==> src/rtl/port_rx_framer.sv <==
// Serial ingress framer: start-edge detect, MSB-first shift, optional SFD check, one-entry valid/ready hold.
// Optional feature: define PORT_RX_SFD_CHECK_EN to build the delimiter comparison and sfd_err_cnt.
module port_rx_framer #(
  parameter int DEPTH      = 16,
  parameter int ADDR_WIDTH = 4,
  parameter int SFD_WIDTH  = 4,
  parameter logic [SFD_WIDTH-1:0] SFD = 4'b0101
) (
  input  logic                  clk,
  input  logic                  rst,
  input  logic                  rx_bit,
  output logic [DEPTH-1:0]      frame_out,
  output logic [ADDR_WIDTH-1:0] dst_addr,
  output logic [ADDR_WIDTH-1:0] src_addr,
  output logic                  frame_valid,
  input  logic                  frame_ready,
  output logic                  busy,
  output logic [7:0]            drop_cnt,
  output logic [7:0]            sfd_err_cnt
);
  localparam int CW = $clog2(DEPTH);

  // A start edge needs a leading 0, so an SFD with MSB 1 could never be received.
  if (DEPTH < SFD_WIDTH + 2 * ADDR_WIDTH + 1 || SFD[SFD_WIDTH-1]) begin : g_bad_cfg
    $error("port_rx_framer: illegal DEPTH/ADDR_WIDTH/SFD_WIDTH/SFD combination");
  end

  typedef enum logic {IDLE, RECV} state_t;
  state_t state, state_nx;

  logic             prev_bit;
  logic [CW-1:0]    bit_cnt;
  logic [DEPTH-2:0] shreg;
  logic [DEPTH-1:0] full;
  logic             start, last, sfd_ok, drain, accept;

  assign start  = (state == IDLE) && !rx_bit && prev_bit;
  assign last   = (state == RECV) && (bit_cnt == CW'(DEPTH - 1));
  assign full   = {shreg, rx_bit};
  assign drain  = frame_valid && frame_ready;
  assign accept = last && sfd_ok;

`ifdef PORT_RX_SFD_CHECK_EN
  assign sfd_ok = (full[DEPTH-1 -: SFD_WIDTH] == SFD);

  always_ff @(posedge clk) begin
    if (!rst)
      sfd_err_cnt <= '0;
    else if (last && !sfd_ok && sfd_err_cnt != 8'hFF)
      sfd_err_cnt <= sfd_err_cnt + 8'd1;
  end
`else
  assign sfd_ok      = 1'b1;
  assign sfd_err_cnt = '0;
`endif

  always_ff @(posedge clk) begin
    if (!rst) state <= IDLE;
    else      state <= state_nx;
  end

  always_comb begin
    state_nx = state;
    case (state)
      IDLE:    if (start) state_nx = RECV;
      RECV:    if (last)  state_nx = IDLE;
      default: state_nx = IDLE;
    endcase
  end

  always_comb begin
    busy = (state == RECV);
  end

  always_ff @(posedge clk) begin
    if (!rst) begin
      prev_bit    <= 1'b1;
      bit_cnt     <= '0;
      shreg       <= '0;
      frame_out   <= '0;
      frame_valid <= 1'b0;
      drop_cnt    <= '0;
    end else begin
      prev_bit <= rx_bit;
      if (start || state == RECV) shreg <= {shreg[DEPTH-3:0], rx_bit};
      if (start)                  bit_cnt <= CW'(1);
      else if (last)              bit_cnt <= '0;
      else if (state == RECV)     bit_cnt <= bit_cnt + CW'(1);
      // A drain on the completion edge frees the slot for the new frame.
      if (accept && (!frame_valid || drain)) begin
        frame_out   <= full;
        frame_valid <= 1'b1;
      end else if (drain) begin
        frame_valid <= 1'b0;
      end
      if (accept && frame_valid && !drain && drop_cnt != 8'hFF)
        drop_cnt <= drop_cnt + 8'd1;
    end
  end

  assign dst_addr = frame_out[DEPTH-SFD_WIDTH-1 -: ADDR_WIDTH];
  assign src_addr = frame_out[DEPTH-SFD_WIDTH-ADDR_WIDTH-1 -: ADDR_WIDTH];
endmodule
==> config.mk <==
export PLATFORM = sky130hd
export DESIGN_NAME = port_rx_framer
export DESIGN_NICKNAME = d
export VERILOG_FILES = /design/src/rtl/port_rx_framer.sv
export SDC_FILE = /design/constraint.sdc
export NUM_CORES = 1
export LEC_CHECK = 0
export ABC_CLOCK_PERIOD_IN_PS = 1800
export BUFFER_PORTS_ARGS = -buffer_cell sky130_fd_sc_hd__buf_4
export CORE_MARGIN = 10
export CORE_UTILIZATION = 40
export DETAILED_ROUTE_END_ITERATION = 10
export PLACE_DENSITY_LB_ADDON = 0.12
export RECOVER_POWER = 25
export SYNTH_ARGS = -nofsm -noshare
export SYNTH_HDL_FRONTEND = slang
export SYNTH_SLANG_ARGS = --single-unit
==> constraint.sdc <==
create_clock -name clk -period 1.8 [get_ports clk]
set_input_delay 0.09 -clock clk [delete_from_list [all_inputs] [get_ports clk]]
set_output_delay 0.09 -clock clk [all_outputs]
set_load 0.02 [all_outputs]
# [After elaboration in Yosys (flattened, before gate mapping)]
# Cells that the tools add are included.
[totals] regBits=46
[classes] n_eq_ne=2 n_addsub=2 mux=8 n_bitwise=2 n_reduce_logical=16
[ops] cell="adder 8 x 1 -> 8 bit (second input constant)" count=1
[ops] cell="logical AND 1 bit" count=8
[ops] cell="inequality test 8 bit (second input constant)" count=1
[ops] cell="two-way mux 1 bit" count=7
[ops] cell="adder 4 x 1 -> 4 bit (second input constant)" count=1
[ops] cell="equality test 4 bit (second input constant)" count=1
[ops] cell="zero test 1 bit" count=3
[ops] cell="nonzero test 3 bit" count=1
[ops] cell="OR reduction 3 bit" count=1
[ops] cell="logical OR 1 bit" count=2
[ops] cell="inverter 1 bit" count=2
[ops] cell="one-hot mux 1 bit (2 select lines)" count=1
[ops] cell="nonzero test 2 bit" count=1

# [Depth between registers and ports, before layout]
[logic_depth] ltp_word=5 mapped_depth=7 ltp_nobuf=5

# [Least setup slack after synthesis]
# Ideal clock, no wire load.
[synth_path] kind="register -> register" from="register state, in the netlist busy" to="register drop_cnt[6]" path_buffers=2 setup_time_ps=70 arrival_ps=1548 period_less_slack_ps=1618 path_stages_with_launch=7 setup_slack_ps=182 required_time_ps=1730 path_cell_list="dfxtp_1 -> buf_4 -> and4_1 -> buf_4 -> o211ai_4 -> or4_1 -> a21oi_1"
[synth_between] elab_chain_cells=4
[synth_rtl] item="from (decl)" line="29" rtl="state_t state, state_nx;"
[synth_rtl] item="from (signal assigned)" line="59" rtl="else state <= state_nx;"
[synth_rtl] item="logical AND 1 bit" line="38" rtl="assign last = (state == RECV) && (bit_cnt == CW'(DEPTH - 1));"
[synth_rtl] item="logical AND 1 bit (3 in series)" line="96" rtl="if (accept && frame_valid && !drain && drop_cnt != 8'hFF)"
[synth_rtl] item="to (signal assigned)" line="97" rtl="drop_cnt <= drop_cnt + 8'd1;"
[synth_rtl] item="to (decl)" line="18" rtl="output logic [7:0] drop_cnt,"
# No other way between the ends.
# A chain may end at the register's enable or synchronous reset.

# [Worst setup path after layout]
[layout_path] from="register bit_cnt[0]" to="register drop_cnt[6]"
[layout_between] elab_chain_cells=5
[layout_rtl] item="from (decl)" line="32" rtl="logic [CW-1:0] bit_cnt;"
[layout_rtl] item="from (signal assigned)" line="88" rtl="else if (state == RECV) bit_cnt <= bit_cnt + CW'(1);"
[layout_rtl] item="equality test 4 bit" line="38"
[layout_rtl] item="logical AND 1 bit" line="38"
[layout_rtl] item="logical AND 1 bit (3 in series)" line="96"
# No other way between the ends.

==> impl_metrics.toml <==
[floorplan]
ios = 46
initial_core_util = 0.420
rows = 24
dieArea_mm2 = 0.00776
die-width_um = 88.1
core_mm2 = 0.00441
die_h_um = 88.1

[global_route]
grt.overflow.total = 0
track_usage = 0.103
grt_pass1_wl_um = 6410
grt_max_degree = 32
grt_pass1_vias = 1408
antenna_found_initial = 0

[yosys]
synth_top_area_frac = 0.496
ys_seq_area_frac = 0.496
synthTopCellsByCount = "67 x nand2_1, 46 x dfxtp_1, 37 x a21oi_1"
ys_types = 30
synth_most_common_cell = "nand2_1"
synthArstFlopShare = 0
synth.avg_cell_area_um2 = 8.28
synth_area_mm2 = 0.00186
synth_area_leaders = "dfxtp_1 50%, nand2_1 14%, a21oi_1 10%, buf_4 7.3%, xor2_1 2.4%"
yosys_warnings = 0
synthFlopType = "dfxtp_1"
synth-seq-cells = 46
synth_edf_count = 0
yosysTopAreaCell = "dfxtp_1"
synth_cells = 224

[outcome]
status = "finished clean"

[timing]
final-hold-violation-count = 0
final_max_slew_viol_count = 0
setup_viol = 0
period_minus_slack_ns = 1.65
fmax_mhz = 606
post-route-period-util = 0.916
clock_skew_ns = 0.00553
slew-limit-headroom = 0.643
worstMarginPinSlew_ns = 0.536
fin_tns_setup_ns = 0
rsz0062_at_grt = "no"

[setup_path]
critical_path_class = "reg -> reg"
cp-end-kind = "register"
r2r-end = "drop_cnt[6]$_SDFFE_PN0P_"
r2r-start = "bit_cnt[0]$_SDFFE_PN0P_"
worstPathRequired_ns = 2.04
rrSetupSlack_ns = 0.15
cp-start-kind = "register"
critPathMaxFanout = 6
arrival_ns = 1.88
rr_worst_depth = 5

[route]
wl_per_cell_um = 12.5
antenna_left = 0
drt_wl_total_um = 3900
drt_iter0_drc = 86
drc = 0
num_vias = 1533
dr.pass1.iters = 2
vias_per_cell = 4.93

[cts]
clockBufferDepth = 2
ctsResizeCount = 0
clkSinkCount = 46
htreeDepth = 2
path_clk_slew_ns = 0.08
cts_root_buf = "clkbuf_8"
numCtsBuffers = 5
cts_tree = "yes"
clk_latency_ns = 0.30

[pwr]
power_per_cell_area_mw_per_mm2 = 868
p_seq_frac = 0.545
power_leakage_nw = 0.790
power.share.switching = 0.223
p_total_mw = 1.89
comb_power_share = 0.052
switchingPower_mw = 0.421
intPower_mw = 1.47
irDropWorstVdd_uv = 443
share_clk_of_total_power = 0.403

[min_path]
min_to = "frame_out[0]$_SDFFE_PN0P_"
min_path_type = "in -> reg"
whs_path_depth = 3
worstHoldStart = "rx_bit"

[finish]
layout-drive-gt1-share = 0.127
finalNetCount = 264
diodes = 0
area_growth_pct = 17.3
final_core_util = 0.493
fillCellCount = 454

[job]
cap_viol_max_count = 0

[place]
io_buffers = 37
dpl.hpwl_um = 2670
gp_congestion = 0.718
## layout by cell type, fill, tap and decap left out, types with 4 or more instances in the layout
cell type	instances
dfxtp_1	46
nand2b_1	4
xor2_1	5
clkbuf_1	21
nor2_1	9
conb_1	8
buf_4	23
a21oi_1	37
clkbuf_8	5
nand2_1	67
## power groups by stage
stage | clock [mW] | combinational [mW] | sequential, mW
2_1_floorplan | 0 | 0.0780 | 1.06
3_3_place_gp | 0 | 0.0956 | 1.05
3_5_place_dp | 0 | 0.0949 | 1.06
4_1_cts | 0.788 | 0.0989 | 1.03
5_1_grt | 0.829 | 0.108 | 1.03
6_report | 0.761 | 0.0983 | 1.03
## cell type report
class | count | area, µm² | area share
Clock buffer | 6 | 72.6 | 0.0333
Clock inverter | 2 | 37.5 | 0.0172
Inverter | 2 | 7.51 | 0.00345
Multi-Input combinational cell | 157 | 786 | 0.361
Sequential cell | 46 | 921 | 0.423
Tap cell | 52 | 65.1 | 0.0299
Timing Repair Buffer | 46 | 288 | 0.132
## critical path: stages, from the launching register on
cell      delay (ns)
dfxtp_1         0.39
ha_1            0.20
and4_1          0.31
o211ai_4        0.14
or4_1           0.41
a21oi_1         0.14
## how the worst max path moves through the flow
stage	slack (ns)	start	to
floorplan	0.18	busy$_SDFF_PN0_	drop_cnt[6]$_SDFFE_PN0P_
global placement	0.21	bit_cnt[0]$_SDFFE_PN0P_	drop_cnt[6]$_SDFFE_PN0P_
detailed placement	0.19	bit_cnt[0]$_SDFFE_PN0P_	drop_cnt[6]$_SDFFE_PN0P_
CTS	0.15	bit_cnt[0]$_SDFFE_PN0P_	drop_cnt[6]$_SDFFE_PN0P_
global route	0.03	bit_cnt[0]$_SDFFE_PN0P_	drop_cnt[6]$_SDFFE_PN0P_
finish	0.15	bit_cnt[0]$_SDFFE_PN0P_	drop_cnt[6]$_SDFFE_PN0P_
## timing repair
action | 4_1_cts | 5_1_grt
buffers inserted | 0 | 0
endpoints found under the setup margin | 0 | 0
hold buffers | 2 | 0
endpoints found under the hold margin | 1 | 0
## per-stage QoR
step | area, µm² | hold WS [ns] | setup WS [ns] | std cells
2_1_floorplan | 1880 | 0.159 | 0.182 | 231
3_3_place_gp | 2120 | 0.287 | 0.208 | 301
3_5_place_dp | 2120 | 0.292 | 0.189 | 301
4_1_cts | 2250 | 0.0470 | 0.152 | 311
5_1_grt | 2180 | 0.0576 | 0.0291 | 311
6_report | 2180 | 0.0562 | 0.151 | 311
## flip-flops by register name, indices dropped and copies added, names as in the netlist
signal	count
drop_cnt	8
busy	1
prev_bit	1
shreg	15
frame_out	16
bit_cnt	4
frame_valid	1
## layer usage
| layer | share of wire | GRT usage |
|---|---|---|
| met5 | 0 | 0 |
| met4 | 0.014 | 0.0428 |
| met3 | 0.064 | 0.0418 |
| met2 | 0.46 | 0.167 |
| met1 | 0.46 | 0.117 |
## cell families (layout without fill, tap and decap cells)
family / Yosys count / count (layout) / synth area share
DFF: 46 / 46 / 0.496
adders and majority gates: 2 / 2 / 0.0135
buffers and inverters: 28 / 56 / 0.0944
muxes: 2 / 2 / 0.0108
AOI/OAI and AO/OA: 46 / 46 / 0.145
and+or+nand+nor: 94 / 94 / 0.214
xor gates and xnor gates: 5 / 5 / 0.0236
other: 1 / 8 / 0.00202
Note: power is estimated with default switching activity, not from simulation.
